===== config.mk =====
export PLATFORM = sky130hd
export DESIGN_NAME = mat_mult_sched
export DESIGN_NICKNAME = d
export VERILOG_FILES = /design/src/rtl/mat_mult_sched.sv
export SDC_FILE = /design/constraint.sdc
export NUM_CORES = 1
export LEC_CHECK = 0
export CORE_MARGIN = 2
export CORE_UTILIZATION = 44
export DETAILED_ROUTE_END_ITERATION = 7
export HOLD_SLACK_MARGIN = 0.1
export PLACE_DENSITY = 0.81
export SLEW_MARGIN = 10
export SYNTH_ARGS = -nofsm -noshare
export SYNTH_HDL_FRONTEND = slang
export SYNTH_SLANG_ARGS = --single-unit

===== constraint.sdc =====
create_clock -name clk -period 4.8 [get_ports clk]
set_input_delay 0.48 -clock clk [delete_from_list [all_inputs] [get_ports clk]]
set_output_delay 0.48 -clock clk [all_outputs]
set_load 0.005 [all_outputs]

===== src/rtl/mat_mult_sched.sv =====
// -----------------------------------------------------------------------------
// mat_mult_sched
//   Shares one 8x8 multiply-accumulate datapath between two requesters that
//   each want a 2x2 8-bit matrix product. A round-robin arbiter picks one
//   requester at a time while the block is idle. The block then latches that
//   requester's operands and produces one element-product per cycle for
//   8 cycles. It presents the packed result, tagged with the owner's ID, on a
//   valid/ready channel until the consumer takes it.
//
// Ports
//   clk                   rising-edge clock
//   rst                   synchronous, active-high reset
//   reqN_valid   (in)     requester N offers an operand pair (N = 0, 1)
//   reqN_ready   (out)    requester N is accepted this cycle (combinational)
//   reqN_a/_b    (in,32)  packed {x00,x01,x10,x11}, x00 in [31:24]
//   res_valid    (out)    product available
//   res_ready    (in)     consumer takes the product
//   res_data     (out,32) packed product {r00,r01,r10,r11}; zero when not valid
//   res_id       (out)    requester that owns res_data; zero when not valid
// -----------------------------------------------------------------------------
module mat_mult_sched (
   input  logic        clk,
   input  logic        rst,
   input  logic        req0_valid,
   output logic        req0_ready,
   input  logic [31:0] req0_a,
   input  logic [31:0] req0_b,
   input  logic        req1_valid,
   output logic        req1_ready,
   input  logic [31:0] req1_a,
   input  logic [31:0] req1_b,
   output logic        res_valid,
   input  logic        res_ready,
   output logic [31:0] res_data,
   output logic        res_id
);

   typedef enum logic [1:0] {
      ST_IDLE,
      ST_MAC,
      ST_DONE
   } state_t;

   state_t      state_q, state_d;
   logic [31:0] a_q, a_d;
   logic [31:0] b_q, b_d;
   logic [31:0] acc_q, acc_d;
   logic [2:0]  step_q, step_d;
   logic        owner_q, owner_d;
   logic        last_grant_q, last_grant_d;

   logic        grant;
   logic        accept;
   logic [7:0]  prod;
   logic [4:0]  acc_lsb;

   // Element (r,c) of a packed matrix sits at index 2r+c counted from the top
   // byte, so its lsb is 8*(3-(2r+c)) = {~r,~c,3'b000}.
   function automatic logic [7:0] elem(input logic [31:0] m, input logic r, input logic c);
      return m[{~r, ~c, 3'b000} +: 8];
   endfunction

   // Round robin: a lone valid wins outright; on contention the requester that
   // was not served last wins. The choice only matters while idle.
   always_comb begin
      if (req0_valid && req1_valid) begin
         grant = ~last_grant_q;
      end else begin
         grant = req1_valid;
      end
   end

   assign req0_ready = !rst && (state_q == ST_IDLE) && req0_valid && !grant;
   assign req1_ready = !rst && (state_q == ST_IDLE) && req1_valid &&  grant;
   assign accept     = req0_ready || req1_ready;

   // Step s walks i=s[2], j=s[1], k=s[0]; acc[i][j] += a[i][k]*b[k][j].
   // An 8-bit product keeps only the low byte, so all element math wraps.
   assign prod    = elem(a_q, step_q[2], step_q[0]) * elem(b_q, step_q[0], step_q[1]);
   assign acc_lsb = {~step_q[2], ~step_q[1], 3'b000};

   // NOTE: every signal assigned here gets a default first, so no path can
   // leave one unassigned and infer a latch.
   always_comb begin
      state_d      = state_q;
      a_d          = a_q;
      b_d          = b_q;
      acc_d        = acc_q;
      step_d       = step_q;
      owner_d      = owner_q;
      last_grant_d = last_grant_q;

      case (state_q)
         ST_IDLE: begin
            if (accept) begin
               a_d          = grant ? req1_a : req0_a;
               b_d          = grant ? req1_b : req0_b;
               owner_d      = grant;
               last_grant_d = grant;
               acc_d        = '0;
               step_d       = '0;
               state_d      = ST_MAC;
            end
         end
         ST_MAC: begin
            acc_d[acc_lsb +: 8] = acc_q[acc_lsb +: 8] + prod;
            step_d              = step_q + 3'd1;
            if (step_q == 3'd7) begin
               state_d = ST_DONE;
            end
         end
         ST_DONE: begin
            if (res_ready) begin
               state_d = ST_IDLE;
            end
         end
         default: begin
            state_d = ST_IDLE;
         end
      endcase
   end

   // NOTE: state registers use non-blocking assignments so every flop samples
   // the pre-edge values regardless of statement order.
   always_ff @(posedge clk) begin
      if (rst) begin
         state_q      <= ST_IDLE;
         a_q          <= '0;
         b_q          <= '0;
         acc_q        <= '0;
         step_q       <= '0;
         owner_q      <= 1'b0;
         last_grant_q <= 1'b1;   // requester 0 wins the first contention
      end else begin
         state_q      <= state_d;
         a_q          <= a_d;
         b_q          <= b_d;
         acc_q        <= acc_d;
         step_q       <= step_d;
         owner_q      <= owner_d;
         last_grant_q <= last_grant_d;
      end
   end

   // The result is gated so that a partial accumulation is never visible.
   assign res_valid = (state_q == ST_DONE);
   assign res_data  = res_valid ? acc_q : '0;
   assign res_id    = res_valid & owner_q;

endmodule


==> results of run 1 <==
[stage by stage]
step	area [sq um]	total power, uW	util	cells	setup slack [ns]
CTS	8350	2160	0.609	986	0.00368
global placement	8060	1480	0.588	970	-0.0227
finish	8490	2180	0.619	992	0.0353
detailed placement	8060	1490	0.588	970	-0.184
global route	8490	2290	0.619	992	-0.166
floorplan	6110	1260	-	641	0.0191
[power by group through the flow]
stage               logic (uW)  registers [uW]  clock network, uW
floorplan                  315             948                  0
global placement           516             962                  0
detailed placement         527             963                  0
CTS                        530             944                688
global route               613             951                724
finish                     555             946                683
[synth_stat cells, drive strengths merged]
library cell    n  share of area
buf            12          0.011
inv            40          0.025
nor2b           2         0.0021
nand2b          2         0.0021
nor2          104          0.064
a21boi          1         0.0012
a22oi          34          0.042
ha             23          0.047
mux4           24          0.090
and2           43          0.044
nor4            2         0.0021
dfxtp         103           0.34
o21a            1         0.0012
nor3            4         0.0033
fa             18          0.059
a211oi         64          0.079
xor2            5         0.0072
a211o           1         0.0014
a21o            2         0.0025
nand2          34          0.021
a21oi          10         0.0082
mux2i          64           0.10
nand3           3         0.0025
o21ai           1        0.00082
clkbuf         32          0.020
xnor2          11          0.017
xnor3           1         0.0037
[cell type report]
type / instances / area share
Sequential cell: 103 / 0.244
Multi-Input combinational cell: 454 / 0.447
Inverter: 40 / 0.0177
Clock inverter: 6 / 0.00516
Clock buffer: 10 / 0.0270
Tap cell: 180 / 0.0265
Timing Repair Buffer: 199 / 0.233
[layer usage]
layer / wire length (um) / GRT usage
met1: 6680 / 0.288
met2: 8040 / 0.372
met3: 889 / 0.0309
met4: 189 / 0.0711
met5: 0 / 0
[repair_timing]
action                                  4_1_cts  5_1_grt
hold buffers                                  0        0
gates cloned                                  0        1
gates resized for setup                      11       22
pin swaps                                     1       21
endpoints found under the setup margin        4        4
setup buffers                                 0        5
[sequential cells by signal, summed over array words and instances (netlist names)]
signal / cells
a_q: 32
step_q: 3
acc_q: 32
state_q: 2
owner_q: 1
last_grant_q: 1
b_q: 32
[tightest hold or removal path, cell delays in order, from the launching register on]
cell and delay (ns):
dfxtp_1 0.31, nor2_1 0.09, a211oi_1 0.05
[worst paths after layout]
kind | startpoint | endpoint | slack [ns] | cells past startpoint
max reg2reg | step_q[0] | acc_q[15] | 0.04 | 19
min reg2reg | b_q[31] | b_q[31] | 0.50 | 2
max | step_q[0] | acc_q[15] | 0.04 | 19
min | b_q[31] | b_q[31] | 0.50 | 2
[cell usage in the layout, fill, tap and decap left out, types with 4 or more instances in the layout]
cell type,instances
a211oi_1,64
a21oi_1,9
a22oi_1,30
a22oi_2,4
and2_1,42
buf_4,26
clkbuf_16,10
clkdlybuf4s50_1,167
dfxtp_1,100
fa_1,15
ha_1,19
inv_1,36
inv_2,4
mux2i_1,64
mux4_2,24
nand2_1,30
nand2_2,4
nor2_1,104
nor3_1,4
xnor2_1,10
xor2_1,5
[logic make-up after synthesis]
family,Yosys count
AOI/OAI and AO/OA,114
xor gates and xnor gates,17
adders and majority gates,41
buffers and inverters,84
DFF,103
muxes,88
and+or+nand+nor,194
==> results_dict.tcl, run 1 <==
set metrics [dict create \
    fp.dieW_um 122 \
    initial_core_util 0.445 \
    hold_class "reg -> reg" \
    ant_nets 0 \
    yosys_warnings 0 \
    grt_pass1_vias 5313 \
    leakage_uw 0.00328 \
    drt-total-wl_mm 15.8 \
    syn_to_final_growth_pct 39.1 \
    synth.distinct_cells 33 \
    muxShareOfSynthArea 0.195 \
    syn_nets 815 \
    p_clk_frac 0.313 \
    synth_top_family_by_area "multiplexers" \
    status "finished clean" \
    row_count 43 \
    path_cells "buf_12, mux4_2, buf_6, nand2_1, fa_1, inv_2, fa_1, ha_1, inv_1, fa_1, inv_1, ha_4, a21o_1, a21oi_4, xor2_1, xnor2_1, xnor3_2, a22oi_2, nor2_1" \
    grt_first_pass_wirelength_mm 25.7 \
    synth_seq_cells 103 \
    cts_buffer_depth 2 \
    cpMostUsedCell "fa_1" \
    critPathKind "reg -> reg" \
    cap_violations 0 \
    crit_path_top_delay_cell "fa_1" \
    seq_area_frac_synth 0.338 \
    power.density_nw_per_um2 257 \
    numCtsBuffers 9 \
    p_sw_frac 0.288 \
    crit_arrival_ns 4.94 \
    setup_viol 0 \
    maxSlewHeadroom 0.202 \
    vias 5221 \
    synth_xor_area_frac 0.0279 \
    fin_tns_setup_ns 0 \
    clk_latency_ns 0.34 \
    max_stage_delay_ns 0.54 \
    io_buffers 168 \
    period_minus_slack_ns 4.76 \
    hpwl_mm 12.1 \
    core_area_sq_um 13700 \
    die_y_um 122 \
    nFillCells 1136 \
    crit_buf_inv 5 \
    worstMarginPinSlew_ns 1.19 \
    diodes 0 \
    clkTransAtPathRegs_ns 0.07 \
    synth_compound_area_frac 0.136 \
    p_int_uw 1560 \
    cts_sinks 103 \
    cts_htree_levels 3 \
    seq_area_sq_um 2070 \
    cts_tree "built" \
    drt-pass1-iter-count 5 \
    syn_avg_cell_area_sq_um 9.52 \
    whs_ns 0.497 \
    final_nets 981 \
    antenna_found_initial 0 \
    crit_fanout 6 \
    clk_root_buffer_cell "clkbuf_16" \
    gp_congestion 0.834 \
    p_comb_frac 0.254 \
    worstPathRequired_ns 4.98 \
    grt-ovfl-total 0 \
    design.die.area_sq_um 14800 \
    drc 0 \
    netlist_instances 641 \
    grt_usage 0.219 \
    layout-drive-gt1-share 0.122 \
    cpLargestDelayFamily "adder cells" \
    drt_iter0_markers 459 \
    slew_viol_final 0 \
    fin_crit_sh 0.993 \
    drt-wirelength-per-cell_um 15.9 \
    seqPwrFrac 0.433 \
    fin_skew_ns 0.00790 \
    start_kind "register" \
    syn_area_sq_um 6100 \
    cp-end-kind "register" \
    fmax_ghz 0.210 \
    power.net_switching_uw 628 \
    finalHoldViolations 0 \
    synth-simple-area-share 0.141 \
    grt_max_degree 105 \
    rsz0062_at_grt "yes" \
    multiInputGateArea_sq_um 3790 \
    synthAdderAreaFrac 0.106 \
    viasPerCell 5.26 \
    io_pins 169 \
    peakVddDrop_mv 0.162 \
]
No activity file was read; power rests on OpenSTA's default activity.
==> inputs of run 2 (changes only) <==
--- a/config.mk
+++ b/config.mk
@@ -14,3 +14,4 @@
 export SYNTH_ARGS = -nofsm -noshare
 export SYNTH_HDL_FRONTEND = slang
 export SYNTH_SLANG_ARGS = --single-unit
+export TNS_END_PERCENT = 20
==> run 2 against run 1 <==
Against the previous run: non-clock buffer count unchanged; utilization unchanged; fmax increased by 0.54%; combinational power about the same; total power about the same; critical endpoint unchanged; largest cell class unchanged.
==> results_dict.tcl, run 2 (synthesized netlist as in run 1, its figures left out) <==
set metrics [dict create \
    ff2ff_setup_slack_ns 0.06 \
    cap_violations 0 \
    holdPathEnd "owner_q" \
    hold_buffers 0 \
    row_count 43 \
    crit_path_top_delay_cell "fa_1" \
    hold_depth 2 \
    finalHoldViolations 0 \
    grt_pass1_vias 5313 \
    antenna_found_initial 0 \
    drt_iter0_markers 487 \
    viasPerCell 5.25 \
    cts_sinks 103 \
    design.die.area_sq_um 14800 \
    highest_layer "met4" \
    worstPathRequired_ns 4.98 \
    maxSlewHeadroom 0.207 \
    drt-wirelength-per-cell_um 15.9 \
    grt_first_pass_wirelength_mm 25.7 \
    worstMarginPinSlew_ns 1.18 \
    period_minus_slack_ns 4.74 \
    core_area_sq_um 13700 \
    grt_usage 0.219 \
    max_stage_delay_ns 0.54 \
    path_cells "buf_12, mux4_2, buf_6, nand2_1, fa_1, inv_2, fa_1, ha_1, inv_1, fa_1, inv_1, ha_4, a21o_1, a21oi_4, xor2_1, xnor2_1, xnor3_2, a22oi_2, nor2_1" \
    p_sw_frac 0.287 \
    p_comb_frac 0.255 \
    status "finished clean" \
    drt-pass1-iter-count 5 \
    fmax_ghz 0.211 \
    reg2reg_to "acc_q[15]" \
    final_cell_mix "clkdlybuf4s50_1, nor2_1, dfxtp_1, mux2i_1, a211oi_1" \
    hold_class "reg -> reg" \
    hold_start "owner_q" \
    clk_root_buffer_cell "clkbuf_16" \
    p_total_uw 2180 \
    layout-drive-gt1-share 0.122 \
    slew_viol_final 0 \
    fin_skew_ns 0.00830 \
    initial_core_util 0.445 \
    drc 0 \
    utilization 0.619 \
    clk_latency_ns 0.34 \
    crit_fanout 6 \
    fin_crit_sh 0.987 \
    vias 5212 \
    hpwl_mm 12.1 \
    post-place-ws_ns -0.184 \
    fin_ws_ns 0.0608 \
    diodes 0 \
    final_common_cell "clkdlybuf4s50_1" \
    grt-ovfl-total 0 \
    peakVddDrop_mv 0.162 \
    r2r_start "step_q[0]" \
    power.density_nw_per_um2 257 \
    io_pins 169 \
    numCtsBuffers 9 \
    rsz0062_at_grt "yes" \
    cpMostUsedCell "fa_1" \
    reg_top3 "a_q: 32 flops, acc_q: 32 flops, b_q: 32 flops" \
    clkTransAtPathRegs_ns 0.07 \
    ff2ff_path_depth 19 \
    drt-total-wl_mm 15.8 \
    io_buffers 168 \
    wl_met3_um 826 \
    fin_cells 992 \
    ant_nets 0 \
    m1WireLength_mm 6.71 \
    start_kind "register" \
    die_y_um 122 \
    cts_tree "built" \
    dr_wl_met2_mm 8.03 \
    seqPwrFrac 0.433 \
    cp-end-kind "register" \
    dp.cells 970 \
    crit_buf_inv 5 \
    critPathKind "reg -> reg" \
    cp-startpoint "step_q[0]" \
    cts_htree_levels 3 \
    grt_max_degree 105 \
    fin_tns_setup_ns 0 \
    p_clk_frac 0.312 \
    p_int_uw 1560 \
    fp.dieW_um 122 \
    leakage_uw 0.00328 \
    setup_viol 0 \
    final_nets 981 \
    crit_arrival_ns 4.92 \
    cts_buffer_depth 2 \
    gp_congestion 0.834 \
    power.net_switching_uw 626 \
    cpLargestDelayFamily "adder cells" \
    syn_to_final_growth_pct 39.1 \
]
## run 2: cell counts in the layout (fill, tap and decap cells not counted)
Identical to the previous run, type by type.
## run 2: layout make-up
class                   instances  area [sq um]
flip-flops and latches        103          2070
multi-input cells             454          3790
well taps                     180           225
inverters                      40           150
clock inverters                 6          43.8
fillers                      1136          5230
repair buffers                199          1980
clock buffers                  10           229
## run 2: how the worst max path moves through the flow
stage	end	slack, ns	depth (start not counted)
floorplan	acc_q[23]	0.02	19
CTS	acc_q[23]	0.004	18
global placement	acc_q[23]	-0.02	17
global route	acc_q[15]	-0.14	18
finish	acc_q[15]	0.06	19
detailed placement	acc_q[23]	-0.18	17
## run 2: metrics by stage
step / area (sq um) / hold slack [ns]
6_report: 8490 / 0.496
2_1_floorplan: 6110 / 0.457
3_5_place_dp: 8060 / 0.488
3_3_place_gp: 8060 / 0.482
5_1_grt: 8490 / 0.527
4_1_cts: 8350 / 0.499
## run 2: routing by layer
metal,track usage,up-vias
met1,0.288,2419
met3,0.0309,13
li1,-,2589
met4,0.0711,0
met2,0.372,191
met5,0,-
## run 2: power groups by stage
| stage | Sequential [uW] | Clock [uW] | Combinational [uW] |
|---|---|---|---|
| 2_1_floorplan | 948 | 0 | 315 |
| 3_3_place_gp | 962 | 0 | 516 |
| 3_5_place_dp | 963 | 0 | 527 |
| 4_1_cts | 944 | 688 | 530 |
| 5_1_grt | 951 | 724 | 613 |
| 6_report | 946 | 681 | 556 |
## run 2: worst min-delay path, stage by stage, from the launching register on
cell and delay [ns]:
dfxtp_1 0.33, a22oi_1 0.06, nor2_1 0.07
## run 2: timing repair
| item | in CTS | in global routing |
|---|---|---|
| endpoints found under the hold margin | 0 | 0 |
| cloned | 0 | 1 |
| resized for setup | 11 | 22 |
| setup buffers | 0 | 5 |
| setup endpoints to repair | 4 | 4 |
| pin swaps | 1 | 20 |
==> inputs of run 3 (changes only) <==
--- a/config.mk
+++ b/config.mk
@@ -7,6 +7,7 @@
 export LEC_CHECK = 0
 export CORE_MARGIN = 2
 export CORE_UTILIZATION = 44
+export CTS_CLUSTER_DIAMETER = 50
 export DETAILED_ROUTE_END_ITERATION = 7
 export HOLD_SLACK_MARGIN = 0.1
 export PLACE_DENSITY = 0.81
==> results of run 3 <==
The final DEF is identical to that of run 2; final timing and power are the same.
